[config.mk]
export PLATFORM = sky130hd
export DESIGN_NAME = mem_arbiter_flat
export DESIGN_NICKNAME = d
export VERILOG_FILES = /design/src/rtl/mem_arbiter_if.sv /design/src/rtl/mem_arbiter.sv /design/src/flat_wrapper.sv
export SDC_FILE = /design/constraint.sdc
export NUM_CORES = 1
export LEC_CHECK = 0
export ABC_AREA = 1
export CAP_MARGIN = 20
export CORE_AREA = 4 4 299 301
export DETAILED_ROUTE_END_ITERATION = 10
export DIE_AREA = 0 0 303 305
export DONT_BUFFER_PORTS = 1
export PLACE_DENSITY = 0.39
export SETUP_SLACK_MARGIN = 0.5
export SYNTH_ARGS = -nofsm -noshare
export SYNTH_HDL_FRONTEND = slang
export SYNTH_SLANG_ARGS = --single-unit
export TNS_END_PERCENT = 10
[constraint.sdc]
create_clock -name clk -period 1.7 [get_ports clk]
set_input_delay 0.17 -clock clk [delete_from_list [all_inputs] [get_ports clk]]
set_output_delay 0.17 -clock clk [all_outputs]
set_load 0.1 [all_outputs]
[src/rtl/mem_arbiter_if.sv]
`default_nettype none
// ============================================================================
//  Module      : mem_arbiter_if
//  Description : Bundle of the iCache, dCache and main-memory signals that
//                meet at the memory arbiter.
//                  iCache : ic_req, ic_addr -> ic_rdy, ic_data
//                  dCache : dc_req, dc_addr, dc_wb, dc_wb_addr, dc_wb_data
//                           -> dc_rdy, dc_data
//                  Memory : mem_req, mem_we, mem_addr, mem_wdata
//                           <- mem_rdata, mem_rdy
//                The slave modport is the arbiter's view. The master modport
//                is the view of the environment, which holds both caches and
//                the memory.
//  Revision    : 1.0 - initial release
// ============================================================================
interface mem_arbiter_if #(
    parameter int ADDR_W = 32,
    parameter int LINE_W = 128
);
    // iCache fill path
    logic              ic_req;
    logic [ADDR_W-1:0] ic_addr;
    logic              ic_rdy;
    logic [LINE_W-1:0] ic_data;
    // dCache fill / write-back path
    logic              dc_req;
    logic [ADDR_W-1:0] dc_addr;
    logic              dc_wb;
    logic [ADDR_W-1:0] dc_wb_addr;
    logic [LINE_W-1:0] dc_wb_data;
    logic              dc_rdy;
    logic [LINE_W-1:0] dc_data;
    // main-memory port
    logic              mem_req;
    logic              mem_we;
    logic [ADDR_W-1:0] mem_addr;
    logic [LINE_W-1:0] mem_wdata;
    logic [LINE_W-1:0] mem_rdata;
    logic              mem_rdy;

    modport slave (
        input  ic_req, ic_addr,
        input  dc_req, dc_addr, dc_wb, dc_wb_addr, dc_wb_data,
        input  mem_rdata, mem_rdy,
        output ic_rdy, ic_data, dc_rdy, dc_data,
        output mem_req, mem_we, mem_addr, mem_wdata
    );

    modport master (
        output ic_req, ic_addr,
        output dc_req, dc_addr, dc_wb, dc_wb_addr, dc_wb_data,
        output mem_rdata, mem_rdy,
        input  ic_rdy, ic_data, dc_rdy, dc_data,
        input  mem_req, mem_we, mem_addr, mem_wdata
    );
endinterface
`default_nettype wire

[src/rtl/mem_arbiter.sv]
`default_nettype none
// ============================================================================
//  Module      : mem_arbiter
//  Description : Shares the single main-memory port between the iCache fill
//                path and the dCache fill/write-back path. One request is
//                granted at a time. A dirty dCache line is written back
//                before the fill read. The line is returned with a
//                one-cycle rdy pulse.
//  Ports       : clk     - clock, all logic on posedge
//                reset   - synchronous, active-high
//                bus     - mem_arbiter_if.slave (cache and memory signals)
//                busy    - arbiter not idle
//                mem_err - sticky watchdog error
//  Options     : MEM_ARB_TIMEOUT_EN - when defined, a watchdog of TIMEOUT
//                cycles is built. The watchdog aborts a memory access that
//                never completes. When not defined, mem_err is constant 0 and
//                the arbiter waits for mem_rdy indefinitely.
//  Revision    : 1.0 - initial release
// ============================================================================
module mem_arbiter #(
    parameter int ADDR_W  = 32,
    parameter int LINE_W  = 128,
    parameter int TIMEOUT = 64
) (
    input  wire logic        clk,
    input  wire logic        reset,
    mem_arbiter_if.slave     bus,
    output logic             busy,
    output logic             mem_err
);

    localparam logic [2:0] S_IDLE = 3'd0;
    localparam logic [2:0] S_I_RD = 3'd1;
    localparam logic [2:0] S_D_WB = 3'd2;
    localparam logic [2:0] S_D_RD = 3'd3;
    localparam logic [2:0] S_RESP = 3'd4;

    logic [2:0]        r_state,     w_state_nxt;
    logic              r_last_d,    w_last_d_nxt;   // 1 = last grant went to dCache
    logic              r_mem_req,   w_mem_req_nxt;
    logic              r_mem_we,    w_mem_we_nxt;
    logic [ADDR_W-1:0] r_mem_addr,  w_mem_addr_nxt;
    logic [LINE_W-1:0] r_mem_wdata, w_mem_wdata_nxt;
    logic              r_ic_rdy,    w_ic_rdy_nxt;
    logic              r_dc_rdy,    w_dc_rdy_nxt;
    logic [LINE_W-1:0] r_ic_data,   w_ic_data_nxt;
    logic [LINE_W-1:0] r_dc_data,   w_dc_data_nxt;
    logic              r_busy,      w_busy_nxt;
    logic              r_mem_err,   w_mem_err_nxt;
    logic              w_timeout;

    // State and all outputs are registered together. Each output is computed
    // from the next state, so it changes on the same edge as the state.
    always_ff @(posedge clk) begin
        if (reset) begin
            r_state     <= S_IDLE;
            r_last_d    <= 1'b0;
            r_mem_req   <= 1'b0;
            r_mem_we    <= 1'b0;
            r_mem_addr  <= '0;
            r_mem_wdata <= '0;
            r_ic_rdy    <= 1'b0;
            r_dc_rdy    <= 1'b0;
            r_ic_data   <= '0;
            r_dc_data   <= '0;
            r_busy      <= 1'b0;
            r_mem_err   <= 1'b0;
        end else begin
            r_state     <= w_state_nxt;
            r_last_d    <= w_last_d_nxt;
            r_mem_req   <= w_mem_req_nxt;
            r_mem_we    <= w_mem_we_nxt;
            r_mem_addr  <= w_mem_addr_nxt;
            r_mem_wdata <= w_mem_wdata_nxt;
            r_ic_rdy    <= w_ic_rdy_nxt;
            r_dc_rdy    <= w_dc_rdy_nxt;
            r_ic_data   <= w_ic_data_nxt;
            r_dc_data   <= w_dc_data_nxt;
            r_busy      <= w_busy_nxt;
            r_mem_err   <= w_mem_err_nxt;
        end
    end

    always_comb begin
        w_state_nxt   = r_state;
        w_last_d_nxt  = r_last_d;
        w_ic_rdy_nxt  = 1'b0;
        w_dc_rdy_nxt  = 1'b0;
        w_ic_data_nxt = r_ic_data;
        w_dc_data_nxt = r_dc_data;
        w_mem_err_nxt = r_mem_err;

        case (r_state)
            S_IDLE: begin
                // On a conflict, grant the side that was not granted last.
                if (bus.dc_req && (!bus.ic_req || !r_last_d)) begin
                    w_last_d_nxt = 1'b1;
                    w_state_nxt  = bus.dc_wb ? S_D_WB : S_D_RD;
                end else if (bus.ic_req) begin
                    w_last_d_nxt = 1'b0;
                    w_state_nxt  = S_I_RD;
                end
            end
            S_I_RD: begin
                if (bus.mem_rdy) begin
                    w_ic_data_nxt = bus.mem_rdata;
                    w_ic_rdy_nxt  = 1'b1;
                    w_state_nxt   = S_RESP;
                end else if (w_timeout) begin
                    w_ic_data_nxt = '0;
                    w_ic_rdy_nxt  = 1'b1;
                    w_mem_err_nxt = 1'b1;
                    w_state_nxt   = S_RESP;
                end
            end
            S_D_WB: begin
                if (bus.mem_rdy) begin
                    w_state_nxt = S_D_RD;
                end else if (w_timeout) begin
                    // An aborted write-back also abandons the fill read.
                    w_dc_data_nxt = '0;
                    w_dc_rdy_nxt  = 1'b1;
                    w_mem_err_nxt = 1'b1;
                    w_state_nxt   = S_RESP;
                end
            end
            S_D_RD: begin
                if (bus.mem_rdy) begin
                    w_dc_data_nxt = bus.mem_rdata;
                    w_dc_rdy_nxt  = 1'b1;
                    w_state_nxt   = S_RESP;
                end else if (w_timeout) begin
                    w_dc_data_nxt = '0;
                    w_dc_rdy_nxt  = 1'b1;
                    w_mem_err_nxt = 1'b1;
                    w_state_nxt   = S_RESP;
                end
            end
            S_RESP:  w_state_nxt = S_IDLE;   // requests are not looked at here
            default: w_state_nxt = S_IDLE;
        endcase

        // Memory-side outputs follow the state being entered.
        w_mem_req_nxt   = (w_state_nxt == S_I_RD) || (w_state_nxt == S_D_WB) ||
                          (w_state_nxt == S_D_RD);
        w_mem_we_nxt    = (w_state_nxt == S_D_WB);
        w_mem_wdata_nxt = (w_state_nxt == S_D_WB) ? bus.dc_wb_data : '0;
        case (w_state_nxt)
            S_I_RD:  w_mem_addr_nxt = bus.ic_addr;
            S_D_WB:  w_mem_addr_nxt = bus.dc_wb_addr;
            S_D_RD:  w_mem_addr_nxt = bus.dc_addr;
            default: w_mem_addr_nxt = '0;
        endcase
        w_busy_nxt = (w_state_nxt != S_IDLE);
    end

`ifdef MEM_ARB_TIMEOUT_EN
    // The watchdog counts the cycles spent in the current memory state. It
    // restarts on every state change, so D_WB and D_RD each get their own
    // full budget.
    localparam int c_WD_W = (TIMEOUT > 1) ? $clog2(TIMEOUT) : 1;
    logic [c_WD_W-1:0] r_wd;

    assign w_timeout = (r_wd == c_WD_W'(TIMEOUT - 1));

    always_ff @(posedge clk) begin
        if (reset) begin
            r_wd <= '0;
        end else if (w_state_nxt != r_state) begin
            r_wd <= '0;
        end else if (r_mem_req) begin
            r_wd <= r_wd + 1'b1;
        end
    end
`else
    assign w_timeout = 1'b0;
`endif

    assign bus.mem_req   = r_mem_req;
    assign bus.mem_we    = r_mem_we;
    assign bus.mem_addr  = r_mem_addr;
    assign bus.mem_wdata = r_mem_wdata;
    assign bus.ic_rdy    = r_ic_rdy;
    assign bus.dc_rdy    = r_dc_rdy;
    assign bus.ic_data   = r_ic_data;
    assign bus.dc_data   = r_dc_data;
    assign busy          = r_busy;
    assign mem_err       = r_mem_err;   // stays 0 when no watchdog is built

endmodule
`default_nettype wire

[src/flat_wrapper.sv]
// flat-port wrapper written by rule: the top's interface ports become plain ports
module mem_arbiter_flat 
#(
    parameter int ADDR_W  = 32,
    parameter int LINE_W  = 128,
    parameter int TIMEOUT = 64
)
  (clk, reset, busy, mem_err, bus_ic_req, bus_ic_addr, bus_dc_req, bus_dc_addr, bus_dc_wb, bus_dc_wb_addr, bus_dc_wb_data, bus_mem_rdata, bus_mem_rdy, bus_ic_rdy, bus_ic_data, bus_dc_rdy, bus_dc_data, bus_mem_req, bus_mem_we, bus_mem_addr, bus_mem_wdata);
  mem_arbiter_if #(.ADDR_W(ADDR_W), .LINE_W(LINE_W)) bus_i ();
  input  wire logic clk;
  input  wire logic reset;
  output logic busy;
  output logic mem_err;
  input wire logic [$bits(bus_i.ic_req)-1:0] bus_ic_req;
  input wire logic [$bits(bus_i.ic_addr)-1:0] bus_ic_addr;
  input wire logic [$bits(bus_i.dc_req)-1:0] bus_dc_req;
  input wire logic [$bits(bus_i.dc_addr)-1:0] bus_dc_addr;
  input wire logic [$bits(bus_i.dc_wb)-1:0] bus_dc_wb;
  input wire logic [$bits(bus_i.dc_wb_addr)-1:0] bus_dc_wb_addr;
  input wire logic [$bits(bus_i.dc_wb_data)-1:0] bus_dc_wb_data;
  input wire logic [$bits(bus_i.mem_rdata)-1:0] bus_mem_rdata;
  input wire logic [$bits(bus_i.mem_rdy)-1:0] bus_mem_rdy;
  output wire logic [$bits(bus_i.ic_rdy)-1:0] bus_ic_rdy;
  output wire logic [$bits(bus_i.ic_data)-1:0] bus_ic_data;
  output wire logic [$bits(bus_i.dc_rdy)-1:0] bus_dc_rdy;
  output wire logic [$bits(bus_i.dc_data)-1:0] bus_dc_data;
  output wire logic [$bits(bus_i.mem_req)-1:0] bus_mem_req;
  output wire logic [$bits(bus_i.mem_we)-1:0] bus_mem_we;
  output wire logic [$bits(bus_i.mem_addr)-1:0] bus_mem_addr;
  output wire logic [$bits(bus_i.mem_wdata)-1:0] bus_mem_wdata;
  assign bus_i.ic_req = bus_ic_req;
  assign bus_i.ic_addr = bus_ic_addr;
  assign bus_i.dc_req = bus_dc_req;
  assign bus_i.dc_addr = bus_dc_addr;
  assign bus_i.dc_wb = bus_dc_wb;
  assign bus_i.dc_wb_addr = bus_dc_wb_addr;
  assign bus_i.dc_wb_data = bus_dc_wb_data;
  assign bus_i.mem_rdata = bus_mem_rdata;
  assign bus_i.mem_rdy = bus_mem_rdy;
  assign bus_ic_rdy = bus_i.ic_rdy;
  assign bus_ic_data = bus_i.ic_data;
  assign bus_dc_rdy = bus_i.dc_rdy;
  assign bus_dc_data = bus_i.dc_data;
  assign bus_mem_req = bus_i.mem_req;
  assign bus_mem_we = bus_i.mem_we;
  assign bus_mem_addr = bus_i.mem_addr;
  assign bus_mem_wdata = bus_i.mem_wdata;
  mem_arbiter #(.ADDR_W(ADDR_W), .LINE_W(LINE_W), .TIMEOUT(TIMEOUT)) u_core (.clk(clk), .reset(reset), .bus(bus_i), .busy(busy), .mem_err(mem_err));
endmodule
# After elaboration in Yosys (flattened, before gate mapping)
# Cells that the tools add are included.
# totals
in_bits	358
regBits	425
elab_cells	46
out_inout_bits	422
# classes
eq_ne	6
bitwise_logic	3
reduce_logical	16
muxes	10
# ops
cell	count
$pmux 32 s3	1
$eq 3x2->1 const B	4
$mux 3	4
$pmux 3 s3	1
$reduce_or 2->1	4
$eq 3x1->1 const B	2
$reduce_and 2->1	3
$mux 1	4
$logic_not 3->1	1
$logic_or 1x1->1	3
$not 1->1	3
$reduce_bool 3->1	1
$logic_not 1->1	2
$reduce_bool 2->1	1
$logic_and 1x1->1	1

# Longest topological paths before layout
# logic_depth
word_depth	8
mapped_depth	11

# Worst setup path after synthesis
# No wires, ideal clock.
# synth_path
kind	register -> register
start	reg u_core.r_state[0]
end	reg u_core.r_mem_wdata[88], in the netlist u_core.bus.mem_wdata[88]
required_ps	1588
period_less_slack_ps	1389
setup_slack_ps	311
stages_incl_launch_ff	10
setup_ps	112
t_arrival_ps	1277
path_cell_list	dfxtp_1 inv_1 nand3_1 nand2_1 nor2_4 nor2_1 nand2_1 buf_2 buf_4 nor2_1
# synth_between
elab_chain_len	6
word_cells_on_any_way	13
cone_classes	4 x eq/ne; 5 x mux; 1 x bitwise; 3 x reduce/logical
# synth_lines
element	line	text
from (decl)	mem_arbiter.sv:38	logic [2:0] r_state, w_state_nxt;
from (signal assigned)	mem_arbiter.sv:69	r_state <= w_state_nxt;
$eq 3x1->1, or another cell as far along	mem_arbiter.sv:93	case (r_state)
$reduce_or 2->1 (no line) / $mux 3 (equally long branches)	n/a	
$pmux 3 s3 (*)	mem_arbiter.sv:93	
$eq 3x2->1 (*)	mem_arbiter.sv:147	w_mem_wdata_nxt = (w_state_nxt == S_D_WB) ? bus.dc_wb_data : '0;
$not 1->1 (no line) (*)	n/a	
$reduce_or 2->1 (no line) (*)	n/a	
to (signal assigned)	mem_arbiter.sv:74	r_mem_wdata <= w_mem_wdata_nxt;
to (decl)	mem_arbiter.sv:43	logic [LINE_W-1:0] r_mem_wdata, w_mem_wdata_nxt;
# Every way passes the cells marked *; elsewhere a longest branch is shown, timed or not.
# A chain may end at the register's enable or synchronous reset.

# Worst setup path in the final report
# layout_path
start	reg u_core.r_state[2]
end	reg u_core.r_mem_addr[14], in the netlist u_core.bus.mem_addr[14]
# layout_between
elab_chain_len	5
word_cells_on_any_way	14
cone_classes	6 x eq/ne; 6 x mux; 2 x reduce/logical
# layout_lines
element	line	text
$eq 3x1->1, or another cell as far along	mem_arbiter.sv:93	
$reduce_or 2->1 (no line) / $mux 3 (equally long branches)	n/a	
$pmux 3 s3 (*)	mem_arbiter.sv:93	
$eq 3x2->1 / $eq 3x1->1 (equally long branches)	mem_arbiter.sv:148	case (w_state_nxt)
$pmux 32 s3 (*)	mem_arbiter.sv:148	
to (signal assigned)	mem_arbiter.sv:73	r_mem_addr <= w_mem_addr_nxt;
to (decl)	mem_arbiter.sv:42	logic [ADDR_W-1:0] r_mem_addr, w_mem_addr_nxt;
# Marked as above.

==> results.tsv <==
stage	metric	value	unit
critical_path	cp-end-kind	flop	
grt	grt_pass1_wl	98100	microns
yosys	synth.largest_area_cell	dfxtp_1	
yosys	synthArstFlopShare	0	
layout	drive_gt1_frac	0.332	
layout	fillers	8875	
timing	holdWs	-346	ps
timing	final-hold-violation-count	136	
floorplanning	start_util	0.169	
run	drv_cap	0	
power	finalPower	34800	uW
outcome	outcome	complete, but fails checks	
yosys	synth_cells	1831	
clock_tree	cts_buffer_depth	3	
floorplanning	ioPinCount	780	
critical_path	regToRegSetupSlack	10	ps
clock_tree	cts.reportedPaths.clkPinSlew	60	ps
yosys	yosysSeqAreaShare	0.582	
floorplanning	coreArea	0.0866	sq mm
critical_path	crit_type	flop to flop	
layout	area_growth	87.4	%
placed_design	gp_congestion	0.844	
critical_path	startpoint	u_core.r_state[2]$_SDFF_PP0_	
drt	via_per_inst	4.18	
yosys	synth_nets	2189	
clock_tree	htree_levels	2	
yosys	synth_most_common_cell	dfxtp_1	
timing	worst_pin_slew	560	ps
timing	fin_setup_tns	0	ps
yosys	synth_ff_type	dfxtp_1	
drt	drtAntennaViolNets	0	
drt	wl	79800	microns
grt	grt_antenna_before_repair	6	
timing	finalSetupViolations	0	
power	p_per_area	1270	mW/mm^2
yosys	avgSynthCellArea	7.98	sq um
critical_path	r2r-end	u_core.bus.mem_addr[14]$_SDFF_PP0_	
critical_path	path_delay_family	simple AND/OR/NAND/NOR gates	
floorplanning	row_count	108	
clock_tree	insertion_delay	590	ps
yosys	ys_ff_latch	425	
drt	drt_iter0_drc	1247	
timing	fin_crit_sh	0.992	
critical_path	worstRegToRegCells	12	
clock_tree	postCtsHoldBufs	353	
critical_path	crit_chain	inv_4 > buf_6 > nand2_4 > nor2_4 > nand3_2 > nand2_4 > buf_12 > clkbuf_16 > nand3_1 > nand3_1 > nand2_1 > inv_1	
critical_path	worstSetupEndpoint	u_core.bus.mem_addr[14]$_SDFF_PP0_	
critical_path	crit_buf_inv	5	
timing	fin_skew	20.9	ps
layout	fin_nets	3025	
floorplanning	die_y	305	microns
grt	grt_pass1_vias	15700	
drt	drt_pre_antenna_iters	7	
floorplanning	dieArea	0.0924	sq mm
clock_tree	cts.sinks	425	
floorplanning	dieWidth	303	microns
critical_path	r2r-start	u_core.r_state[2]$_SDFF_PP0_	
placed_design	place_hpwl	47200	microns
clock_tree	cts_inserted_buffers	50	
critical_path	cp.required	2210	ps
drt	wl_per_cell	20.6	microns
timing	fin_crit	1690	ps
outcome	violations	negative hold slack	
timing	max_freq	593	MHz
yosys	synthDistinctLibCells	20	
grt	grt_max_degree	136	
yosys	synthTopCellsByArea	dfxtp_1 (58%), nor2_1 (10%), nand3_1 (8.9%)	
grt	grt_usage	0.136	
clock_tree	cts_tree	done	
clock_tree	cts-root-buf	clkbuf_16	
grt	grt_overflow_total	0	
yosys	yosys_warnings	0	
timing	rsz0062_at_grt	true	
power	leakage	0.0122	uW
yosys	yosysTopAreaCellShare	0.582	
placed_design	numPortBuffers	0	
critical_path	path_depth	12	
critical_path	critPathMaxFanout	16	
critical_path	start_kind	flop	
critical_path	critPathArrivalTime	2200	ps
yosys	syn-cell-area	0.0146	sq mm
timing	relSlewSlack	0.627	
min_path	min_path_cells	1	
power	ir_drop	0.913	mV
critical_path	slowest_stage	dfxtp_4	
drt	vias	16100	
yosys	synth_edf_count	0	
drt	route.detailed.drc	0	
yosys	ys_top_cells_by_count	dfxtp_1 (425), nor2_1 (395), nand3_1 (260)	
timing	report.final.slew_viol_count	0	
min_path	hold_class	input pin to flop	
critical_path	cpPeakStageDelay	360	ps
per-layer routing:
| metal | part of all wire | track usage |
|---|---|---|
| met1 | 0.36 | 0.142 |
| met2 | 0.51 | 0.253 |
| met3 | 0.084 | 0.0429 |
| met4 | 0.039 | 0.0534 |
| met5 | 0.00016 | 0 |
cell usage in the layout, fill, tap and decap left out, types with 15 or more instances in the layout:
master and count:
inv_1 166, dfxtp_1 402, o21ai_2 23, buf_4 462, a21oi_1 116, dfxtp_2 18, o21ai_0 90, dlygate4sd3_1 353
clkbuf_16 83, nand3_1 228, nand2_1 150, nor2_2 91, clkbuf_1 18, o21ai_1 15, nand3_2 19, nor2_1 267
buf_12 28, nor2_4 41, buf_6 20
cell families after synthesis:
group / after synthesis / share of synthesized area
DFF: 425 / 0.582
other: 1 / 0.000257
AOI/OAI and AO/OA: 260 / 0.0892
and+or+nand+nor: 834 / 0.238
buffers and inverters: 311 / 0.0899
state kept, by name, summed over array words and instances, names as in the netlist:
register,count
u_core.bus.mem_addr,32
u_core.bus.dc_data,128
u_core.bus.ic_data,128
u_core.bus.mem_we,1
u_core.bus.mem_wdata,128
u_core.busy,1
u_core.bus.dc_rdy,1
u_core.bus.mem_req,1
u_core.bus.ic_rdy,1
u_core.r_state,3
u_core.r_last_d,1
worst reg2reg max path: cells and delay by family, from the launching register on:
| family | cells | cell delay [ps] |
|---|---|---|
| buffers and inverters | 5 | 590 |
| flip-flops | 1 | 360 |
| AND/OR/NAND/NOR | 7 | 680 |
worst min-delay path by stage:
stage / to / start / slack (ps)
2_1_floorplan: u_core.bus.mem_wdata[0]$_SDFF_PP0_ / bus_dc_wb_data[0] / 280
3_3_place_gp: u_core.bus.ic_data[106]$_SDFFE_PP0P_ / reset / 250
3_5_place_dp: u_core.bus.ic_data[106]$_SDFFE_PP0P_ / reset / 250
4_1_cts: u_core.bus.ic_data[106]$_SDFFE_PP0P_ / reset / -400
5_1_grt: u_core.bus.ic_data[45]$_SDFFE_PP0P_ / reset / -380
6_report: u_core.bus.ic_data[106]$_SDFFE_PP0P_ / reset / -350
power by group:
group | switching [uW] | total, uW | internal [uW]
sequential | 377 | 11100 | 10700
combinational | 9220 | 13000 | 3740
clock | 4350 | 10800 | 6430
through the flow:
stage	std cells	util	hold WS, ps	worst slack (ps)	cell area, sq um
5_1_grt	3864	0.316	-382	-55.3	27400
3_5_place_dp	3325	0.223	255	-109	19300
2_1_floorplan	1831	-	282	346	14700
4_1_cts	3781	0.289	-398	-10.9	25000
3_3_place_gp	3324	0.222	255	-308	19300
6_report	3864	0.316	-346	13.6	27400
area by class of cell:
cell class | count | area, sq um | area share
repair buffers | 916 | 9100 | 0.332
flip-flops and latches | 425 | 8550 | 0.312
clock buffers | 80 | 1500 | 0.0546
well taps | 1155 | 1450 | 0.0528
inverters | 175 | 691 | 0.0252
clock inverters | 10 | 131 | 0.00480
diodes | 4 | 10.0 | 0.000366
multi-input cells | 1099 | 5950 | 0.217
repair_timing:
| action | in CTS | in global routing |
|---|---|---|
| cloned | 6 | 44 |
| setup buffers | 7 | 35 |
| resized for setup | 103 | 298 |
| hold endpoints to repair | 424 | 136 |
| pin swaps | 30 | 49 |
| endpoints found under the setup margin | 842 | 844 |
(Power assumes the default switching activity.)
